[src/rtl/thumb_alu_issue_if.sv]
// Fetch-side and issue-side bus for the Thumb ALU issue stage.
interface thumb_alu_issue_if;
  logic        instr_valid;
  logic        instr_ready;
  logic [15:0] instr;
  logic        iss_valid;
  logic        iss_ready;
  logic [3:0]  iss_opcode;
  logic [2:0]  iss_ra;
  logic [2:0]  iss_rb;
  logic [2:0]  iss_rd;
  logic [31:0] iss_imm;
  logic        iss_imm_en;
  logic        iss_wr_en;
  logic        iss_set_flags;
  logic        iss_undef;
  logic [3:0]  alu_flag_q;

  // Decoder side
  modport slave (
    input  instr_valid, instr, iss_ready, alu_flag_q,
    output instr_ready, iss_valid, iss_opcode, iss_ra, iss_rb, iss_rd,
           iss_imm, iss_imm_en, iss_wr_en, iss_set_flags, iss_undef
  );

  // Fetch / execute side
  modport master (
    output instr_valid, instr, iss_ready, alu_flag_q,
    input  instr_ready, iss_valid, iss_opcode, iss_ra, iss_rb, iss_rd,
           iss_imm, iss_imm_en, iss_wr_en, iss_set_flags, iss_undef
  );
endinterface

[src/rtl/thumb_alu_issue.sv]
// Thumb data-processing decode and issue front end; owns the NZCV register.
// Optional THUMB_ALU_ISSUE_SKID_EN adds a 2-entry skid buffer ahead of the
// issue slot so instr_ready no longer depends combinationally on iss_ready.
module thumb_alu_issue #(
  parameter int unsigned CNT_W    = 8,
  parameter logic [3:0]  FLAG_RST = 4'h0
) (
  input  logic             clk,
  input  logic             rst_n,
  input  logic             flush,
  thumb_alu_issue_if.slave bus,
  output logic [3:0]       apsr_flag,
  output logic [CNT_W-1:0] undef_cnt
);

  localparam int unsigned OPC_W = 4;
  localparam int unsigned REG_W = 3;
  localparam int unsigned IMM_W = 32;

  localparam logic [OPC_W-1:0] OPC_ADD   = 4'h0;
  localparam logic [OPC_W-1:0] OPC_ADC   = 4'h1;
  localparam logic [OPC_W-1:0] OPC_SUB   = 4'h2;
  localparam logic [OPC_W-1:0] OPC_RSB   = 4'h3;
  localparam logic [OPC_W-1:0] OPC_SBC   = 4'h4;
  localparam logic [OPC_W-1:0] OPC_AND   = 4'h5;
  localparam logic [OPC_W-1:0] OPC_ORR   = 4'h6;
  localparam logic [OPC_W-1:0] OPC_EOR   = 4'h7;
  localparam logic [OPC_W-1:0] OPC_MOV   = 4'h8;
  localparam logic [OPC_W-1:0] OPC_UNDEF = 4'hB;
  localparam logic [OPC_W-1:0] OPC_MVN   = 4'hC;

  localparam logic [CNT_W-1:0] CNT_MAX = '1;

  typedef struct packed {
    logic [OPC_W-1:0] opcode;
    logic [REG_W-1:0] ra;
    logic [REG_W-1:0] rb;
    logic [REG_W-1:0] rd;
    logic [IMM_W-1:0] imm;
    logic             imm_en;
    logic             wr_en;
    logic             set_flags;
    logic             undef;
  } iss_t;

  // Map one 16-bit Thumb word onto ALU controls; anything unsupported is undef.
  function automatic iss_t decode(input logic [15:0] ins);
    iss_t d;
    d        = '0;
    d.opcode = OPC_UNDEF;
    d.undef  = 1'b1;
    if (ins[15:11] == 5'b00011) begin
      d           = '0;
      d.opcode    = ins[9] ? OPC_SUB : OPC_ADD;
      d.ra        = ins[5:3];
      d.rd        = ins[2:0];
      d.wr_en     = 1'b1;
      d.set_flags = 1'b1;
      if (ins[10]) begin
        d.imm    = IMM_W'(ins[8:6]);
        d.imm_en = 1'b1;
      end else begin
        d.rb = ins[8:6];
      end
    end else if (ins[15:13] == 3'b001) begin
      d           = '0;
      d.ra        = ins[10:8];
      d.rd        = ins[10:8];
      d.imm       = IMM_W'(ins[7:0]);
      d.imm_en    = 1'b1;
      d.set_flags = 1'b1;
      d.wr_en     = (ins[12:11] != 2'd1);
      case (ins[12:11])
        2'd0:    d.opcode = OPC_MOV;
        2'd2:    d.opcode = OPC_ADD;
        default: d.opcode = OPC_SUB;
      endcase
    end else if (ins[15:10] == 6'b010000) begin
      d           = '0;
      d.ra        = ins[2:0];
      d.rb        = ins[5:3];
      d.rd        = ins[2:0];
      d.wr_en     = 1'b1;
      d.set_flags = 1'b1;
      case (ins[9:6])
        4'h0: d.opcode = OPC_AND;
        4'h1: d.opcode = OPC_EOR;
        4'h5: d.opcode = OPC_ADC;
        4'h6: d.opcode = OPC_SBC;
        4'hC: d.opcode = OPC_ORR;
        4'h8: begin d.opcode = OPC_AND; d.wr_en = 1'b0; end
        4'hA: begin d.opcode = OPC_SUB; d.wr_en = 1'b0; end
        4'hB: begin d.opcode = OPC_ADD; d.wr_en = 1'b0; end
        // NEG: ALU reverse-subtracts Rs from a zero immediate
        4'h9: begin d.opcode = OPC_RSB; d.ra = ins[5:3]; d.imm_en = 1'b1; end
        4'hF: begin d.opcode = OPC_MVN; d.ra = ins[5:3]; end
        default: begin
          d        = '0;
          d.opcode = OPC_UNDEF;
          d.undef  = 1'b1;
        end
      endcase
    end
    return d;
  endfunction

  iss_t             slot_q, slot_d;
  logic             valid_q, valid_d;
  logic [3:0]       apsr_q, apsr_d;
  logic [CNT_W-1:0] cnt_q, cnt_d;
  iss_t             dec_c;
  logic             issue_c;
  logic             accept_c;

  assign dec_c    = decode(bus.instr);
  assign issue_c  = valid_q && bus.iss_ready && !flush;
  assign accept_c = bus.instr_valid && bus.instr_ready;

`ifdef THUMB_ALU_ISSUE_SKID_EN
  localparam int unsigned      FILL_W    = 2;
  localparam logic [FILL_W-1:0] FILL_FULL = FILL_W'(2);

  iss_t [1:0]        fifo_q, fifo_d;
  logic [FILL_W-1:0] fill_q, fill_d;
  logic              ready_q, ready_d;
  logic              slot_free_c;

  assign slot_free_c     = !valid_q || issue_c;
  assign bus.instr_ready = ready_q && !flush;
`else
  assign bus.instr_ready = !flush && (!valid_q || bus.iss_ready);
`endif

  // State registers
  always_ff @(posedge clk or negedge rst_n) begin
    if (!rst_n) begin
      slot_q  <= '0;
      valid_q <= 1'b0;
      apsr_q  <= FLAG_RST;
      cnt_q   <= '0;
`ifdef THUMB_ALU_ISSUE_SKID_EN
      fifo_q  <= '0;
      fill_q  <= '0;
      ready_q <= 1'b1;
`endif
    end else begin
      slot_q  <= slot_d;
      valid_q <= valid_d;
      apsr_q  <= apsr_d;
      cnt_q   <= cnt_d;
`ifdef THUMB_ALU_ISSUE_SKID_EN
      fifo_q  <= fifo_d;
      fill_q  <= fill_d;
      ready_q <= ready_d;
`endif
    end
  end

  // Next state: flag/counter update on issue, slot fill/drain, flush priority
  always_comb begin
    slot_d  = slot_q;
    valid_d = valid_q;
    apsr_d  = apsr_q;
    cnt_d   = cnt_q;
`ifdef THUMB_ALU_ISSUE_SKID_EN
    fifo_d  = fifo_q;
    fill_d  = fill_q;
    ready_d = ready_q;
`endif
    if (issue_c && slot_q.set_flags) apsr_d = bus.alu_flag_q;
    if (issue_c && slot_q.undef && (cnt_q != CNT_MAX)) cnt_d = cnt_q + CNT_W'(1);
`ifdef THUMB_ALU_ISSUE_SKID_EN
    if (flush) begin
      valid_d = 1'b0;
      fill_d  = '0;
    end else begin
      if (issue_c) valid_d = 1'b0;
      if (slot_free_c && (fill_q != '0)) begin
        slot_d    = fifo_q[0];
        valid_d   = 1'b1;
        fifo_d[0] = fifo_q[1];
        fill_d    = fill_q - FILL_W'(1);
      end
      if (accept_c) begin
        // Empty buffer and free slot: bypass straight to the slot
        if (slot_free_c && (fill_q == '0)) begin
          slot_d  = dec_c;
          valid_d = 1'b1;
        end else if (fill_d == '0) begin
          fifo_d[0] = dec_c;
          fill_d    = FILL_W'(1);
        end else begin
          fifo_d[1] = dec_c;
          fill_d    = FILL_FULL;
        end
      end
    end
    ready_d = (fill_d != FILL_FULL);
`else
    if (flush) begin
      valid_d = 1'b0;
    end else if (accept_c) begin
      slot_d  = dec_c;
      valid_d = 1'b1;
    end else if (issue_c) begin
      valid_d = 1'b0;
    end
`endif
  end

  assign bus.iss_valid     = valid_q;
  assign bus.iss_opcode    = slot_q.opcode;
  assign bus.iss_ra        = slot_q.ra;
  assign bus.iss_rb        = slot_q.rb;
  assign bus.iss_rd        = slot_q.rd;
  assign bus.iss_imm       = slot_q.imm;
  assign bus.iss_imm_en    = slot_q.imm_en;
  assign bus.iss_wr_en     = slot_q.wr_en;
  assign bus.iss_set_flags = slot_q.set_flags;
  assign bus.iss_undef     = slot_q.undef;
  assign apsr_flag         = apsr_q;
  assign undef_cnt         = cnt_q;

endmodule

[src/flat_wrapper.sv]
// flat-port wrapper written by rule: the top's interface ports become plain ports
module thumb_alu_issue_flat 
#(
  parameter int unsigned CNT_W    = 8,
  parameter logic [3:0]  FLAG_RST = 4'h0
)
  (clk, rst_n, flush, apsr_flag, undef_cnt, bus_instr_valid, bus_instr, bus_iss_ready, bus_alu_flag_q, bus_instr_ready, bus_iss_valid, bus_iss_opcode, bus_iss_ra, bus_iss_rb, bus_iss_rd, bus_iss_imm, bus_iss_imm_en, bus_iss_wr_en, bus_iss_set_flags, bus_iss_undef);
  thumb_alu_issue_if bus_i ();
  input  logic clk;
  input  logic rst_n;
  input  logic flush;
  output logic [3:0] apsr_flag;
  output logic [CNT_W-1:0] undef_cnt;
  input wire logic [$bits(bus_i.instr_valid)-1:0] bus_instr_valid;
  input wire logic [$bits(bus_i.instr)-1:0] bus_instr;
  input wire logic [$bits(bus_i.iss_ready)-1:0] bus_iss_ready;
  input wire logic [$bits(bus_i.alu_flag_q)-1:0] bus_alu_flag_q;
  output wire logic [$bits(bus_i.instr_ready)-1:0] bus_instr_ready;
  output wire logic [$bits(bus_i.iss_valid)-1:0] bus_iss_valid;
  output wire logic [$bits(bus_i.iss_opcode)-1:0] bus_iss_opcode;
  output wire logic [$bits(bus_i.iss_ra)-1:0] bus_iss_ra;
  output wire logic [$bits(bus_i.iss_rb)-1:0] bus_iss_rb;
  output wire logic [$bits(bus_i.iss_rd)-1:0] bus_iss_rd;
  output wire logic [$bits(bus_i.iss_imm)-1:0] bus_iss_imm;
  output wire logic [$bits(bus_i.iss_imm_en)-1:0] bus_iss_imm_en;
  output wire logic [$bits(bus_i.iss_wr_en)-1:0] bus_iss_wr_en;
  output wire logic [$bits(bus_i.iss_set_flags)-1:0] bus_iss_set_flags;
  output wire logic [$bits(bus_i.iss_undef)-1:0] bus_iss_undef;
  assign bus_i.instr_valid = bus_instr_valid;
  assign bus_i.instr = bus_instr;
  assign bus_i.iss_ready = bus_iss_ready;
  assign bus_i.alu_flag_q = bus_alu_flag_q;
  assign bus_instr_ready = bus_i.instr_ready;
  assign bus_iss_valid = bus_i.iss_valid;
  assign bus_iss_opcode = bus_i.iss_opcode;
  assign bus_iss_ra = bus_i.iss_ra;
  assign bus_iss_rb = bus_i.iss_rb;
  assign bus_iss_rd = bus_i.iss_rd;
  assign bus_iss_imm = bus_i.iss_imm;
  assign bus_iss_imm_en = bus_i.iss_imm_en;
  assign bus_iss_wr_en = bus_i.iss_wr_en;
  assign bus_iss_set_flags = bus_i.iss_set_flags;
  assign bus_iss_undef = bus_i.iss_undef;
  thumb_alu_issue #(.CNT_W(CNT_W), .FLAG_RST(FLAG_RST)) u_core (.clk(clk), .rst_n(rst_n), .flush(flush), .bus(bus_i), .apsr_flag(apsr_flag), .undef_cnt(undef_cnt));
endmodule
[config.mk]
export PLATFORM = sky130hd
export DESIGN_NAME = thumb_alu_issue_flat
export DESIGN_NICKNAME = d
export VERILOG_FILES = /design/src/rtl/thumb_alu_issue_if.sv /design/src/rtl/thumb_alu_issue.sv /design/src/flat_wrapper.sv
export SDC_FILE = /design/constraint.sdc
export NUM_CORES = 1
export LEC_CHECK = 0
export ABC_CLOCK_PERIOD_IN_PS = 1750
export CAP_MARGIN = 5
export CORE_UTILIZATION = 35
export CTS_CLUSTER_DIAMETER = 60
export DETAILED_ROUTE_END_ITERATION = 12
export HOLD_SLACK_MARGIN = 0.05
export PLACE_DENSITY = 0.66
export SYNTH_ARGS = -nofsm -noshare
export SYNTH_HDL_FRONTEND = slang
export SYNTH_SLANG_ARGS = --single-unit
[constraint.sdc]
create_clock -name clk -period 1.75 [get_ports clk]
set_clock_uncertainty 0.05 [all_clocks]
set_input_delay 0.35 -clock clk [delete_from_list [all_inputs] [get_ports clk]]
set_output_delay 0.35 -clock clk [all_outputs]
set_load 0.005 [all_outputs]
# Word level (Yosys, flattened, before mapping)
# Index checks and enable logic that the tools add are counted.
word_totals:
  reg_bits: 62
  in_bits: 25
  output_inout_bits: 63
classes:
  addsub: 1
  eq_ne: 15
  muxes: 16
  bitwise_logic: 1
  n_reduce_logical: 19
op_table:
  columns: ["operator", "n"]
  rows:
  - ["2-to-1 mux 49 bit", 3]
  - ["2-to-1 mux 38 bit", 1]
  - ["one-hot mux 4 bit (9 select lines)", 1]
  - ["== test 4 bit, second input constant", 6]
  - ["OR reduction 10 bit", 1]
  - ["adder 8 x 1 -> 8 bit, second input constant", 1]
  - ["== test 4 x 3 -> 1 bit, second input constant", 2]
  - ["inequality test 8 bit, second input constant", 1]
  - ["one-hot mux 4 bit (2 select lines)", 1]
  - ["OR reduction 8 bit", 1]
  - ["logical AND 1 bit", 7]
  - ["OR reduction 7 bit", 1]
  - ["== test 6 x 5 -> 1 bit, second input constant", 1]
  - ["one-hot mux 3 bit (2 select lines)", 1]
  - ["== test 5 x 2 -> 1 bit, second input constant", 1]
  - ["2-to-1 mux 1 bit", 5]
  - ["== test 4 x 1 -> 1 bit, second input constant", 1]
  - ["logical NOT 4 bit", 1]
  - ["2-to-1 mux 2 bit", 2]
  - ["2-to-1 mux 4 bit", 1]
  - ["OR reduction 2 bit", 2]
  - ["== test 3 x 1 -> 1 bit, second input constant", 1]
  - ["2-to-1 mux 3 bit", 1]
  - ["nonzero test 3 bit", 1]
  - ["7 further kinds", 8]

# Logic depth before layout (Yosys ltp)
# Gate-level depths: netlist (run 1).
logic_depth:
  word_depth: 6
  depth_mapped: 6
  mapped_depth_nobuf: 4

# Worst setup path before layout (run 1)
# OpenSTA, ideal clock, no wires.
synth_path:
  path_kind: "input-to-reg"
  from: "input port bus_instr[10]"
  to: "register u_core.slot_q, in the netlist u_core.bus.iss_opcode[1]"
  setup_time_ps: 121
  t_arrival_ps: 1533
  path_slack_ps: 46
  stages: 6
  path_buffers: 2
  path_cell_list: "buf_6 or4b_4 nor2_2 buf_6 a31oi_1 o22a_1"
synth_via:
  elab_chain_cells: 4
synth_rtl:
  columns: ["item", "line", "rtl"]
  rows:
  - ["start: declaration", "flat_wrapper.sv:15", "input wire logic [$bits(bus_i.instr)-1:0] bus_instr;"]
  - ["== test 6 x 5 -> 1 bit", "thumb_alu_issue.sv:78", "end else if (ins[15:10] == 6'b010000) begin"]
  - ["2-to-1 mux 49 bit", "thumb_alu_issue.sv:78", null]
  - ["2-to-1 mux 49 bit", "thumb_alu_issue.sv:65", "end else if (ins[15:13] == 3'b001) begin"]
  - ["2-to-1 mux 49 bit", "thumb_alu_issue.sv:52", "if (ins[15:11] == 5'b00011) begin"]
  - ["end signal: assignment", "thumb_alu_issue.sv:147", "slot_q <= slot_d;"]
  - ["end: declaration", "thumb_alu_issue.sv:107", "iss_t slot_q, slot_d;"]
# No other way between the ends.
# A chain may end at the register's enable or synchronous reset.

# Final worst setup path (run 1)
layout_path:
  from: "input port bus_instr[12]"
  to: "register u_core.slot_q, in the netlist u_core.bus.iss_rb[2]"
layout_via:
  elab_chain_cells: 4
  word_cells_on_any_way: 5
layout_rtl:
  columns: ["item", "line"]
  rows:
  - ["== test 6 x 5 -> 1 bit", "thumb_alu_issue.sv:78"]
  - ["2-to-1 mux 49 bit", "thumb_alu_issue.sv:78"]
  - ["2-to-1 mux 49 bit", "thumb_alu_issue.sv:65"]
  - ["2-to-1 mux 49 bit (*)", "thumb_alu_issue.sv:52"]
# Mark *: on every way between the ends. The rest lies on a longest branch, timed or not.

==> impl_metrics.env, run 1 <==
export IMPL_clockBufferDepth=2
export IMPL_drt_iter0_markers=107
export IMPL_final_cell_mix="clkdlybuf4s50_1, buf_4, dfrtp_1, conb_1, nand2_1"
export IMPL_die_w_um=84.3
export IMPL_avgSynthCellArea_sq_um=9.51
export IMPL_cts_tree="yes"
export IMPL_mostFrequentLayoutCell="clkdlybuf4s50_1"
export IMPL_dp_hpwl_um=4780
export IMPL_worstPathMaxFanout=3
export IMPL_reg2reg_from="u_core.undef_cnt[0]"
export IMPL_dieArea_sq_um=7100
export IMPL_ir_drop_mv=0.295
export IMPL_setup_slack_ns=0.0374
export IMPL_clk_pin_slew_ns=0.07
export IMPL_endpoint_kind="flip-flop"
export IMPL_fmax_mhz=584
export IMPL_area_growth_synth_to_final_pct=45.2
export IMPL_cp_startpoint="bus_instr[12]"
export IMPL_final_max_slew_viol_count=0
export IMPL_path_cells="clkdlybuf4s50_1, buf_4, a21oi_1, o2111a_2, nand4_4, o211ai_2"
export IMPL_rsz0062_at_grt="false"
export IMPL_start_util=0.367
export IMPL_diodes=0
export IMPL_clk_latency_ns=0.29
export IMPL_cp_num_buf_inv=2
export IMPL_grt_pass1_wl_um=10000
export IMPL_ys_flop_type="dfrtp_1"
export IMPL_htree_num_levels=2
export IMPL_p_seq_frac=0.430
export IMPL_ys_types=53
export IMPL_cp_start_kind="input port"
export IMPL_post_drt_via_cell_ratio=5.13
export IMPL_wl_per_cell_um=14.7
export IMPL_cp_arrival_ns=1.88
export IMPL_ys_seq_area_frac=0.401
export IMPL_async_flop_share=1.00
export IMPL_drt_antenna_violating_nets=0
export IMPL_synth_warnings=0
export IMPL_place_ws_ns=-0.396
export IMPL_numCtsBuffers=5
export IMPL_violations="DRC"
export IMPL_wl_um=6290
export IMPL_vias=2194
export IMPL_stdcell_count=428
export IMPL_p_sw_w=0.000739
export IMPL_die_h_um=84.3
export IMPL_crit_type="in -> reg"
export IMPL_period_share=0.979
export IMPL_multi_input_area_sq_um=1250
export IMPL_ys_ff_latch=38
export IMPL_final_nets=376
export IMPL_hp_class="in -> reg"
export IMPL_clkSinkCount=38
export IMPL_syn_instance_count=249
export IMPL_ioPinCount=88
export IMPL_first_global_vias=2084
export IMPL_grt_max_degree=22
export IMPL_grt_overflow=0
export IMPL_power_density_nw_per_um2=744
export IMPL_grt_usage=0.178
export IMPL_cp_slowest_cell="clkdlybuf4s50_1"
export IMPL_power_leakage_nw=1.51
export IMPL_core_area_sq_um=6460
export IMPL_fin_crit_ns=1.71
export IMPL_dp_cells=417
export IMPL_sw_frac_of_total=0.289
export IMPL_num_rows=29
export IMPL_drc_errors=14
export IMPL_final_hold_viol_count=0
export IMPL_regArea_sq_um=951
export IMPL_portBuffers=63
export IMPL_dr_pass1_iters=8
export IMPL_fillerInstances=579
export IMPL_clock_power_share=0.246
export IMPL_layout_drive_gt1_share=0.239
export IMPL_maxCapViolCount=0
export IMPL_critPathMaxStageDelay_ns=0.50
export IMPL_synth_area_sq_um=2370
export IMPL_cpLargestDelayFamily="compound AO/OA/AOI/OAI gates"
export IMPL_outcome="complete, but fails checks"
export IMPL_fin_setup_tns_ns=0
export IMPL_p_comb_frac=0.323
export IMPL_root_buffer="clkbuf_8"
export IMPL_gp_congestion=0.841
export IMPL_min_delay_start="flush"
export IMPL_intPower_w=0.00182
export IMPL_synth_edff_count=0
export IMPL_setup_violations=0
export IMPL_antenna_found_initial=0
export IMPL_rrSetupSlack_ns=0.15
export IMPL_cp_required_ns=1.92
## cells by family (layout without fill, tap and decap cells)
| logic type | count (synthesis) | after routing | synth area share |
|---|---|---|---|
| simple gates | 90 | 90 | 0.226 |
| mux | 7 | 7 | 0.0328 |
| xor+xnor | 9 | 9 | 0.0333 |
| buf+inv | 46 | 125 | 0.120 |
| other cells | 1 | 24 | 0.00158 |
| fa+ha+maj | 1 | 1 | 0.00528 |
| compound gates | 57 | 57 | 0.180 |
| flops | 38 | 38 | 0.401 |
## worst paths after layout
check                                              to  cells after the start
max in group asynchronous       u_core.bus.iss_imm[7]                      3
worst max register to register    u_core.undef_cnt[4]                      6
min in group asynchronous         u_core.undef_cnt[5]                      2
worst min register to register  u_core.bus.iss_imm[6]                      2
worst max-delay path             u_core.bus.iss_rb[2]                      6
worst min-delay path             u_core.bus.iss_valid                      2
## what timing repair did
action,in CTS,in global routing
endpoints found under the hold margin,17,0
setup buffers,1,1
cloned,0,0
setup endpoints to repair,15,15
pin swaps,5,5
hold buffers,1,0
resized for setup,10,7
## final cells by class
cell class / instances / share of cell area
multi-input combinational: 188 / 0.364
clock inverter: 2 / 0.00364
inverter: 6 / 0.00655
tap: 77 / 0.0280
sequential: 38 / 0.276
clock buffer: 6 / 0.0240
timing repair buffer: 111 / 0.297
## power by group through the flow
| stage | Combinational (W) | Clock (W) | Sequential, W |
|---|---|---|---|
| after detailed placement | 0.000802 | 0 | 0.00112 |
| after CTS | 0.000811 | 0.000658 | 0.00110 |
| final | 0.000828 | 0.000630 | 0.00110 |
| after floorplan | 0.000321 | 0 | 0.00113 |
| after global routing | 0.000898 | 0.000701 | 0.00112 |
| after global placement | 0.000790 | 0 | 0.00112 |
## registers in the layout (all words and copies together) (netlist names)
register	count
u_core.bus.iss_imm_en	1
u_core.undef_cnt	8
u_core.bus.iss_ra	3
u_core.bus.iss_imm	8
u_core.apsr_flag	4
u_core.bus.iss_opcode	4
u_core.bus.iss_set_flags	1
u_core.bus.iss_rb	3
u_core.bus.iss_rd	3
u_core.bus.iss_valid	1
u_core.bus.iss_undef	1
u_core.bus.iss_wr_en	1
## cell usage after synthesis, types with 2 or more instances
library cell | instances | area (sq um)
a211oi_1 | 2 | 15.0
a21oi_1 | 9 | 45.0
a221oi_1 | 3 | 26.3
a22o_1 | 2 | 17.5
a31o_2 | 3 | 26.3
a31oi_1 | 8 | 50.1
a32oi_1 | 2 | 17.5
and2_1 | 2 | 12.5
and3_1 | 2 | 12.5
buf_2 | 6 | 30.0
buf_4 | 24 | 180
buf_6 | 2 | 22.5
clkbuf_1 | 7 | 26.3
dfrtp_1 | 38 | 951
inv_1 | 6 | 22.5
mux2_2 | 6 | 67.6
nand2_1 | 23 | 86.3
nand2b_1 | 5 | 31.3
nand3_1 | 3 | 15.0
nand4_1 | 13 | 81.3
nand4b_1 | 5 | 43.8
nor2_1 | 17 | 63.8
nor2b_1 | 4 | 25.0
o211ai_1 | 2 | 15.0
o211ai_2 | 3 | 37.5
o21ai_0 | 5 | 25.0
o21ai_1 | 2 | 10.0
o31ai_1 | 9 | 67.6
or2_2 | 2 | 12.5
or3b_2 | 4 | 35.0
xnor2_1 | 7 | 61.3
xor2_1 | 2 | 17.5
## per-stage QoR
stage,power [W],hold WS (ns),util,area (sq um)
6_report,0.00256,0.357,0.533,3440
5_1_grt,0.00272,0.364,0.533,3440
4_1_cts,0.00257,0.353,0.529,3410
3_5_place_dp,0.00192,0.270,0.507,3280
3_3_place_gp,0.00191,0.273,0.507,3280
2_1_floorplan,0.00145,0.00441,-,2450
## layer usage
layer  wire, um  global-route usage  part of all wire
met5          0                   0                 0
met4         47              0.0564            0.0075
met3        409              0.0383             0.065
met2       3110               0.296              0.49
met1       2720               0.231              0.43
Note: power is estimated with default switching activity, not from simulation.
==> run 2: changes to the inputs <==
--- a/config.mk
+++ b/config.mk
@@ -12,6 +12,7 @@
 export DETAILED_ROUTE_END_ITERATION = 12
 export HOLD_SLACK_MARGIN = 0.05
 export PLACE_DENSITY = 0.66
+export SLEW_MARGIN = 30
 export SYNTH_ARGS = -nofsm -noshare
 export SYNTH_HDL_FRONTEND = slang
 export SYNTH_SLANG_ARGS = --single-unit
==> results of run 2 <==
Final layout, timing and power as in run 1 (identical DEF).
